File: config.mk
export PLATFORM = sky130hd
export DESIGN_NAME = ram_stream_reader
export DESIGN_NICKNAME = d
export VERILOG_FILES = /design/src/rtl/ram_stream_reader_pkg.sv /design/src/rtl/stream_fifo_fwft.sv /design/src/rtl/ram_stream_reader.sv
export SDC_FILE = /design/constraint.sdc
export NUM_CORES = 1
export LEC_CHECK = 0
export BUFFER_PORTS_ARGS = -buffer_cell sky130_fd_sc_hd__buf_2
export CORE_MARGIN = 1.5
export CORE_UTILIZATION = 55
export CTS_CLUSTER_SIZE = 25
export DETAILED_ROUTE_END_ITERATION = 10
export GPL_TIMING_DRIVEN = 0
export PLACE_DENSITY_LB_ADDON = 0.15
export SYNTH_ARGS = -nofsm -noshare
export SYNTH_HDL_FRONTEND = slang
export SYNTH_SLANG_ARGS = --single-unit
File: constraint.sdc
create_clock -name clk -period 4.4 [get_ports clk]
set_input_delay 0.22 -clock clk [delete_from_list [all_inputs] [get_ports clk]]
set_output_delay 0.22 -clock clk [all_outputs]
set_load 0.03 [all_outputs]
File: src/rtl/ram_stream_reader_pkg.sv
// Shared types for the RAM block stream reader: FSM states and the
// {valid,last} tag that travels alongside each outstanding RAM read.
package ram_stream_reader_pkg;

    typedef enum logic [1:0] {
        ST_IDLE  = 2'd0,
        ST_RUN   = 2'd1,
        ST_DRAIN = 2'd2
    } state_t;

    typedef struct packed {
        logic valid;
        logic last;
    } tag_t;

    localparam tag_t TAG_NONE = '{valid: 1'b0, last: 1'b0};

endpackage

File: src/rtl/stream_fifo_fwft.sv
// First-word-fall-through return buffer. Data written in cycle N is
// visible on dout with valid=1 in cycle N+1. Storage is reset so the
// output bus reads zero out of reset. DEPTH must be a power of 2.
module stream_fifo_fwft #(
    parameter int WIDTH = 73,
    parameter int DEPTH = 8
) (
    input  logic                       clk,
    input  logic                       rst_n,
    input  logic                       push,
    input  logic [WIDTH-1:0]           din,
    input  logic                       pop,
    output logic [WIDTH-1:0]           dout,
    output logic                       valid,
    output logic [$clog2(DEPTH):0]     count
);

    localparam int AW = $clog2(DEPTH);
    localparam int CW = AW + 1;

    logic [DEPTH-1:0][WIDTH-1:0] mem_q, mem_d;
    logic [AW-1:0]               wr_ptr_q, wr_ptr_d;
    logic [AW-1:0]               rd_ptr_q, rd_ptr_d;
    logic [CW-1:0]               count_q, count_d;
    logic                        pop_ok;

    // Pointer, storage and occupancy update; push+pop together keeps count.
    always_comb begin
        mem_d    = mem_q;
        wr_ptr_d = wr_ptr_q;
        rd_ptr_d = rd_ptr_q;
        count_d  = count_q;
        pop_ok   = pop && (count_q != '0);
        if (push) begin
            mem_d[wr_ptr_q] = din;
            wr_ptr_d        = wr_ptr_q + AW'(1);
        end
        if (pop_ok) begin
            rd_ptr_d = rd_ptr_q + AW'(1);
        end
        if (push && !pop_ok) begin
            count_d = count_q + CW'(1);
        end else if (!push && pop_ok) begin
            count_d = count_q - CW'(1);
        end
    end

    // Buffer state registers, cleared on reset so no stale word survives.
    always_ff @(posedge clk or negedge rst_n) begin
        if (!rst_n) begin
            mem_q    <= '0;
            wr_ptr_q <= '0;
            rd_ptr_q <= '0;
            count_q  <= '0;
        end else begin
            mem_q    <= mem_d;
            wr_ptr_q <= wr_ptr_d;
            rd_ptr_q <= rd_ptr_d;
            count_q  <= count_d;
        end
    end

    assign dout  = mem_q[rd_ptr_q];
    assign valid = (count_q != '0);
    assign count = count_q;

endmodule

File: src/rtl/ram_stream_reader.sv
// Reads len words starting at base_addr through a fixed-latency RAM read
// port and re-emits them as a valid/ready stream with m_last on the final
// beat. Reads are only issued while the words already in flight plus the
// words parked in the return buffer leave room, so a stalled consumer can
// never cause a returning word to be dropped.
module ram_stream_reader
    import ram_stream_reader_pkg::*;
#(
    parameter int DATA_WIDTH = 72,
    parameter int ADDR_WIDTH = 13,
    parameter int RD_LATENCY = 4,
    parameter int FIFO_DEPTH = 8
) (
    input  logic                  clk,
    input  logic                  rst_n,
    input  logic                  start,
    input  logic [ADDR_WIDTH-1:0] base_addr,
    input  logic [ADDR_WIDTH:0]   len,
    output logic                  busy,
    output logic                  done,
    output logic                  rd_en,
    output logic [ADDR_WIDTH-1:0] rd_addr,
    input  logic [DATA_WIDTH-1:0] rd_data,
    output logic                  m_valid,
    output logic [DATA_WIDTH-1:0] m_data,
    output logic                  m_last,
    input  logic                  m_ready
);

    localparam int CW = $clog2(FIFO_DEPTH) + 1;
    localparam logic [CW:0] DEPTH_C = (CW + 1)'(FIFO_DEPTH);

    state_t                  state_q, state_d;
    logic [ADDR_WIDTH-1:0]   base_q, base_d;
    logic [ADDR_WIDTH:0]     len_q, len_d;
    logic [ADDR_WIDTH:0]     issued_q, issued_d;
    logic [CW-1:0]           inflight_q, inflight_d;
    logic                    done_q, done_d;
    tag_t [RD_LATENCY-1:0]   pipe_q, pipe_d;

    logic [CW-1:0]           fifo_count;
    logic [ADDR_WIDTH:0]     issued_inc;
    logic [CW:0]             occupancy;
    logic                    credit_ok;
    logic                    start_ok;
    logic                    last_pop;
    tag_t                    ret_tag;

    assign issued_inc = issued_q + (ADDR_WIDTH + 1)'(1);
    // Registered counts only: a pop in this cycle does not free a slot yet.
    assign occupancy  = {1'b0, inflight_q} + {1'b0, fifo_count};
    assign credit_ok  = (occupancy < DEPTH_C);
    assign start_ok   = start && (state_q == ST_IDLE);
    assign last_pop   = m_valid && m_ready && m_last;
    assign ret_tag    = pipe_q[RD_LATENCY-1];

    // FSM state register.
    always_ff @(posedge clk or negedge rst_n) begin
        if (!rst_n) begin
            state_q <= ST_IDLE;
        end else begin
            state_q <= state_d;
        end
    end

    // FSM next state: a zero-length start never leaves IDLE.
    always_comb begin
        state_d = state_q;
        case (state_q)
            ST_IDLE:  if (start && (len != '0)) state_d = ST_RUN;
            ST_RUN:   if (rd_en && (issued_inc == len_q)) state_d = ST_DRAIN;
            ST_DRAIN: if (last_pop) state_d = ST_IDLE;
            default:  state_d = ST_IDLE;
        endcase
    end

    // FSM outputs: read issue gated by remaining words and buffer credit.
    always_comb begin
        busy    = (state_q != ST_IDLE);
        rd_en   = (state_q == ST_RUN) && (issued_q < len_q) && credit_ok;
        rd_addr = base_q + issued_q[ADDR_WIDTH-1:0];
    end

    // Transfer bookkeeping, in-flight count and return tag pipe next values.
    always_comb begin
        base_d     = base_q;
        len_d      = len_q;
        issued_d   = issued_q;
        inflight_d = inflight_q;
        done_d     = 1'b0;
        if (start_ok && (len != '0)) begin
            base_d   = base_addr;
            len_d    = len;
            issued_d = '0;
        end else if (rd_en) begin
            issued_d = issued_inc;
        end
        if (start_ok && (len == '0)) begin
            done_d = 1'b1;
        end
        if ((state_q == ST_DRAIN) && last_pop) begin
            done_d = 1'b1;
        end
        if (rd_en && !ret_tag.valid) begin
            inflight_d = inflight_q + CW'(1);
        end else if (!rd_en && ret_tag.valid) begin
            inflight_d = inflight_q - CW'(1);
        end
        pipe_d    = pipe_q;
        pipe_d[0] = '{valid: rd_en, last: rd_en && (issued_inc == len_q)};
        for (int i = 1; i < RD_LATENCY; i++) begin
            pipe_d[i] = pipe_q[i-1];
        end
    end

    // Datapath registers; reset drops every tag still in the return pipe.
    always_ff @(posedge clk or negedge rst_n) begin
        if (!rst_n) begin
            base_q     <= '0;
            len_q      <= '0;
            issued_q   <= '0;
            inflight_q <= '0;
            done_q     <= 1'b0;
            pipe_q     <= {RD_LATENCY{TAG_NONE}};
        end else begin
            base_q     <= base_d;
            len_q      <= len_d;
            issued_q   <= issued_d;
            inflight_q <= inflight_d;
            done_q     <= done_d;
            pipe_q     <= pipe_d;
        end
    end

    assign done = done_q;

    // Return buffer: the word leaving the tag pipe is written with its last flag.
    stream_fifo_fwft #(
        .WIDTH (DATA_WIDTH + 1),
        .DEPTH (FIFO_DEPTH)
    ) u_fifo (
        .clk   (clk),
        .rst_n (rst_n),
        .push  (ret_tag.valid),
        .din   ({ret_tag.last, rd_data}),
        .pop   (m_valid && m_ready),
        .dout  ({m_last, m_data}),
        .valid (m_valid),
        .count (fifo_count)
    );

endmodule

Word level (Yosys, flattened, before mapping):

Cells that the tools add are included.
W data, S select, Z words.

* input bits: 103
* output and inout port bits: 90
* memories kept: 0
* memory bits (read-only): 0
* word-level logic and storage cells: 90
* bits in writable memories: 0
* bits in latches: 0
* register bits after elaboration: 650

* multiply operators: 0
* reduce and logical (&&, ||, !) cells: 28
* $add $sub $neg: 9
* div/mod/pow operators: 0
* order comparisons: 5
* equality and inequality tests: 6
* bitwise gates (word level): 0
* mux-type cells: 17
* shift-type cells: 0

Operators with widths (number)
* $bwmux W584: 1
* $bmux W73 S3: 1
* $demux W73 S3: 1
* $mux W73: 2
* $mux W14: 2
* $logic_and A1 B1 Y1: 16
* $mux W4: 4
* $add A14 B1 Y14 const B: 1
* $eq A14 B14 Y1: 1
* $logic_not A14 Y1: 1
* $lt A14 B14 Y1: 1
* $reduce_bool A14 Y1: 1
* $add A13 B13 Y13: 1
* $add A4 B1 Y4 const B: 2
* $lt A3 B4 Y1 const B: 2
* $reduce_bool A2 Y1: 4
* $sub A4 B1 Y4 const B: 2
* $add A3 B1 Y3 const B: 2
* $mux W2: 3
* $pmux W2 S3: 1
* $add A4 B4 Y5: 1
* $lt A5 B4 Y1 const B: 1
* $ne A2 B2 Y1 const B: 2
* $reduce_bool A4 Y1: 1
* 8 further kinds: 11

Longest topological paths before layout:

* depth after elaboration: 7
* depth in mapped cells: 16

By module:

From an unflattened synthesis, not the netlist that was laid out.

* cell total of the unflattened synthesis: 1960
* area, all modules: 30257.8 um^2

Modules (own cells, without submodules)
* stream_fifo_fwft: area each 26556.7 um^2, times used 1, seq. area each 14864.3 um^2, cells an instance 1548
* ram_stream_reader: area each 3701.0 um^2, times used 1, seq. area each 1401.3 um^2, cells an instance 412

Worst setup path before layout:

OpenSTA, ideal clock, no wires.

* kind: flip-flop to flip-flop
* start point: reg inflight_q[3]
* end point: reg inflight_q[3]
* cell stages (with the launch flop): 16
* path buffers: 1
* setup slack: 1.160 ns
* data arrival time: 3.115 ns
* setup time: 0.125 ns
* cells stage by stage: dfrtp_1 -> ha_1 -> or4_1 -> nor2_1 -> o2111ai_1 -> or2_4 -> inv_1 -> buf_2 -> ha_1 -> inv_1 -> ha_1 -> a21o_1 -> a21oi_1 -> xnor2_1 -> nor2_1 -> xor2_1

* cells in the longest elaborated chain, start to end: 6
* elaborated cells between the ends (all ways): 11
* classes of those cells: 3 x add/sub; 1 x order compare; 2 x mux; 5 x reduce/logical

RTL lines
* start, declared: line ram_stream_reader.sv:37 `logic [CW-1:0] inflight_q, inflight_d;`
* start signal, assigned: line ram_stream_reader.sv:129 `inflight_q <= inflight_d;`
* $add A4 B4 Y5 *: line ram_stream_reader.sv:51 `assign occupancy = {1'b0, inflight_q} + {1'b0, fifo_count};`
* $lt A5 B4 Y1 *: line ram_stream_reader.sv:52 `assign credit_ok = (occupancy < DEPTH_C);`
* $logic_and A1 B1 Y1 *: line ram_stream_reader.sv:80 `rd_en = (state_q == ST_RUN) && (issued_q < len_q) && credit_ok;`
* named net rd_en: line ram_stream_reader.sv:21 `output logic rd_en,`
* $logic_not A1 Y1: line ram_stream_reader.sv:106 `end else if (!rd_en && ret_tag.valid) begin`
* $logic_and A1 B1 Y1: line ram_stream_reader.sv:106
* $reduce_bool A2 Y1 (no source line)

The timed path passes the listed nets; every way through them passes the cells marked *. The select of a mux whose other input is x is not followed.
A chain may end at the register's enable or synchronous reset.

Worst setup path after layout:

* start point: reg u_fifo.rd_ptr_q[1]
* end point: out m_data[52]

* cells in the longest elaborated chain, start to end: 2

RTL lines
* start, declared: line stream_fifo_fwft.sv:23 `logic [AW-1:0] rd_ptr_q, rd_ptr_d;`
* start signal, assigned: line stream_fifo_fwft.sv:58 `rd_ptr_q <= rd_ptr_d;`
* $bmux W73 S3: line stream_fifo_fwft.sv:63 `assign dout = mem_q[rd_ptr_q];`
* $mux W73 (implied by the code): line stream_fifo_fwft.sv:63
* end, declared: line ram_stream_reader.sv:25 `output logic [DATA_WIDTH-1:0] m_data,`

Every way passes these cells. The select of a mux whose other input is x is not followed.

==> impl_summary.log <==
[metrics] global-route wire length before repair: 111,000 um
[metrics] peak supply drop: 0.619 mV
[metrics] H-Tree Depth: 3
[metrics] Gate Count Post-Synth: 1,918
[metrics] sequential cell area fraction in the yosys report: 54.1%
[metrics] placed instance area: 0.0321 mm2
[metrics] Setup crit end kind: output port
[metrics] area growth from synthesis to layout: 17.4%
[metrics] number of antenna-violating nets in the routed design: 0
[metrics] Critical Path AT: 3.36 ns
[metrics] number of enable-type register cells in the synthesized netlist: 0
[metrics] 1st-pass router iterations: 5
[metrics] clock tree buffer depth: 3
[metrics] violation count after the first detailed-routing iteration: 1,009
[metrics] area fraction of the dominant cell type after synthesis: 54.1%
[metrics] outcome: finished, final reports clean
[metrics] initial antenna violation count: 5
[metrics] setup violation total in the final timing report: 0
[metrics] RSZ-0062 raised after global routing: false
[metrics] count of state elements after synthesis: 650
[metrics] input/output buffers: 192
[metrics] post-route clock period utilization: 81.4%
[metrics] top-level I/O count: 193
[metrics] Final Total Pwr: 29.2 mW
[metrics] area enclosed by the die boundary: 0.0561 mm2
[metrics] minimum clock period after layout: 3.58 ns
[metrics] number of nets in the synthesized netlist: 2,062
[metrics] Final Hold Viols: 0
[metrics] ranking of synthesized cells by area: sky130_fd_sc_hd__dfrtp_1, sky130_fd_sc_hd__mux2_2, sky130_fd_sc_hd__mux4_2
[metrics] core footprint: 0.0539 mm2
[metrics] row cnt: 85
[metrics] Worst Hold Margin: 0.119 ns
[metrics] Relative slew margins: 22.9%
[metrics] Fillers: 3,856
[metrics] clock transition at the register clock pins on the worst setup and hold paths after CTS: 0.06 ns
[metrics] maximum clock frequency: 0.279 GHz
[metrics] Remaining DRCs: 0
[metrics] total half-perimeter wirelength after legalization and detailed placement: 44,300 um
[metrics] Leakage Power: 15.4 nW
[metrics] vias per std cell: 5.96
[metrics] total congestion overflow after global routing: 0
[metrics] effective utilization at floorplan: 55.8%
[metrics] HP Class: input port to flip-flop
[metrics] number of library cell types mapped by synthesis: 59
[metrics] most used flip-flop cell after synthesis: sky130_fd_sc_hd__dfrtp_1
[metrics] ys async rst share: 100%
[metrics] number of warnings printed during yosys synthesis: 0
[metrics] average size of a mapped cell: 15.7 um2
[metrics] biggest fanout along the worst timing path: 10
[metrics] TritonCTS clock tree: done
[metrics] required time at the endpoint of the critical path: 4.18 ns
[metrics] actual transition at the worst max-transition pin: 1.15 ns
[metrics] final weighted congestion of routability-driven global placement: 0.830
[metrics] kind of critical path: flip-flop to output port
[metrics] post-synth design cell area: 0.0301 mm2
[metrics] total wirelength of the detailed-routed design: 68,900 um
[metrics] share of cells above drive strength 1: 50.9%
[metrics] worst-skew pair later-pin latency: 0.59 ns
[metrics] die extent in x: 237 um
[metrics] Worst Clk Skew: 0.0199 ns
[metrics] number of buffers added by the clock tree synthesis step: 69
[metrics] final layout net count: 2,430
[metrics] number of slew-limit violations in the final report: 0
[metrics] # clock sinks: 650
[metrics] Post-Layout Inst Area: 0.0353 mm2
[metrics] type of element launching the critical path: flip-flop
[metrics] largest area contributor in the synthesized netlist: sky130_fd_sc_hd__dfrtp_1
[metrics] Pwr Density: 827 mW/mm2
[metrics] Routed wire per std cell: 22.7 um
[metrics] count of vias placed by the detailed router: 18,100
[metrics] core occupancy in the finished layout: 65.5%
[metrics] clock root buffer master: sky130_fd_sc_hd__clkbuf_16
[metrics] GRT Resource Usage Total: 25.4%
[metrics] die extent in y: 237 um
[metrics] number of global-route vias before repair: 19,700
[metrics] Max-cap violations: 0
[metrics] maximum number of pins on one net before global-route repair: 132
## synth_stat cells, types with 3 or more instances
library cell / instances
sky130_fd_sc_hd__a211o_1: 4
sky130_fd_sc_hd__a211oi_1: 4
sky130_fd_sc_hd__a21o_1: 12
sky130_fd_sc_hd__a21oi_1: 13
sky130_fd_sc_hd__and3_1: 8
sky130_fd_sc_hd__and4_1: 3
sky130_fd_sc_hd__buf_1: 3
sky130_fd_sc_hd__buf_2: 54
sky130_fd_sc_hd__clkbuf_1: 58
sky130_fd_sc_hd__dfrtp_1: 650
sky130_fd_sc_hd__fa_1: 3
sky130_fd_sc_hd__ha_1: 38
sky130_fd_sc_hd__inv_1: 30
sky130_fd_sc_hd__mux2_1: 3
sky130_fd_sc_hd__mux2_2: 685
sky130_fd_sc_hd__mux2i_1: 3
sky130_fd_sc_hd__mux4_2: 146
sky130_fd_sc_hd__nand2_1: 19
sky130_fd_sc_hd__nand2b_1: 7
sky130_fd_sc_hd__nand3_1: 16
sky130_fd_sc_hd__nand4_1: 11
sky130_fd_sc_hd__nand4b_1: 5
sky130_fd_sc_hd__nor2_1: 20
sky130_fd_sc_hd__nor3_1: 9
sky130_fd_sc_hd__nor3b_1: 5
sky130_fd_sc_hd__nor4_1: 6
sky130_fd_sc_hd__o211ai_1: 3
sky130_fd_sc_hd__o21a_1: 7
sky130_fd_sc_hd__o21ai_0: 17
sky130_fd_sc_hd__o31a_1: 3
sky130_fd_sc_hd__or3_1: 5
sky130_fd_sc_hd__or4_1: 3
sky130_fd_sc_hd__xnor2_1: 24
sky130_fd_sc_hd__xor2_1: 9
## cell families (layout without fill, tap and decap cells)
kind of cell / Yosys count / after routing / synth area share [%]
DFF: 650 / 650 / 54.1
AOI/OAI and AO/OA: 80 / 80 / 1.83
other: 0 / 3 / 0
muxes: 837 / 837 / 36.8
and+or+nand+nor: 129 / 129 / 2.43
buffers and inverters: 147 / 564 / 2.11
xor gates and xnor gates: 33 / 33 / 0.961
adders and majority gates: 42 / 42 / 1.81
## worst paths after layout
check	startpoint	to	slack, ns	cells after the start
setup / recovery	u_fifo.rd_ptr_q[1]	m_data[52]	0.82	5
hold / removal	start	len_q[13]	0.12	3
setup reg to reg	inflight_q[3]	inflight_q[3]	0.90	15
hold reg to reg	pipe_d[4]	pipe_d[6]	0.35	0
max in group asynchronous	rst_n	u_fifo.mem_q[193]	2.20	5
min in group asynchronous	rst_n	u_fifo.mem_q[10]	0.19	2
## critical path: stages, from the launching register on
cell and delay (ns):
sky130_fd_sc_hd__dfrtp_1 0.41, sky130_fd_sc_hd__clkbuf_1 0.68, sky130_fd_sc_hd__clkbuf_1 0.75, sky130_fd_sc_hd__mux4_2 0.44, sky130_fd_sc_hd__mux2_2 0.30, sky130_fd_sc_hd__buf_2 0.19
## metrics by stage
step                      TNS (ns)  worst slack (ns)  std cells
final                            0             0.817       3034
after global routing             0             0.661       3033
after CTS                        0             0.782       3031
after detailed placement         0             0.910       2811
after global placement    -6356.54             -9.89       2806
after floorplan                  0              1.16       1918
## cell usage in the layout, fill, tap and decap left out, types with 20 or more instances in the layout
cell	netlist	routed
sky130_fd_sc_hd__clkbuf_1	58	80
sky130_fd_sc_hd__xnor2_1	24	24
sky130_fd_sc_hd__dlygate4sd3_1	0	100
sky130_fd_sc_hd__ha_1	38	38
sky130_fd_sc_hd__mux2_2	685	685
sky130_fd_sc_hd__clkbuf_16	0	73
sky130_fd_sc_hd__mux4_2	146	146
sky130_fd_sc_hd__nor2_1	20	20
sky130_fd_sc_hd__dfrtp_1	650	650
sky130_fd_sc_hd__inv_1	30	30
sky130_fd_sc_hd__buf_2	54	245
## area by class of cell
cell class              instances  area (um2)  share of cell area, %
inverters                      30         113                  0.319
clock inverters                11         130                  0.369
plain buffers                 117         522                   1.48
well taps                     696         871                   2.47
diodes                          3        7.51                 0.0213
flip-flops and latches        650       16300                   46.1
clock buffers                 109        2100                   5.95
repair buffers                297        2110                   5.98
multi-input cells            1121       13200                   37.3
## registers in the layout, summed over array words and instances (netlist names)
name / flops
inflight_q: 4
u_fifo.mem_q: 584
u_fifo.rd_ptr_q: 3
base_q: 13
len_q: 14
issued_q: 14
u_fifo.count: 4
pipe_d: 6
pipe_q: 2
done: 1
state_q: 2
u_fifo.wr_ptr_q: 3
## metal layers
| layer | vias to the layer above | wire, um | GRT usage (%) |
|---|---|---|---|
| li1 | 7938 | - | - |
| met1 | 9685 | 30600 | 34.5 |
| met2 | 340 | 34300 | 42.7 |
| met3 | 108 | 2680 | 4.59 |
| met4 | 4 | 1350 | 6.12 |
| met5 | - | 23 | 0 |
## power by group
group / switching [mW] / leakage (nW) / total, mW / internal, mW
clock: 2.30 / 1.10 / 5.74 / 3.44
sequential: 1.49 / 7.83 / 10.4 / 8.86
combinational: 6.49 / 6.46 / 13.1 / 6.63
total: 10.3 / 15.4 / 29.2 / 18.9
## repair_timing
item | CTS | global route
endpoints found under the hold margin | 672 | 0
hold buffers | 100 | 0
gates resized for setup | 0 | 0
setup buffers | 0 | 0
(Power assumes the default switching activity.)
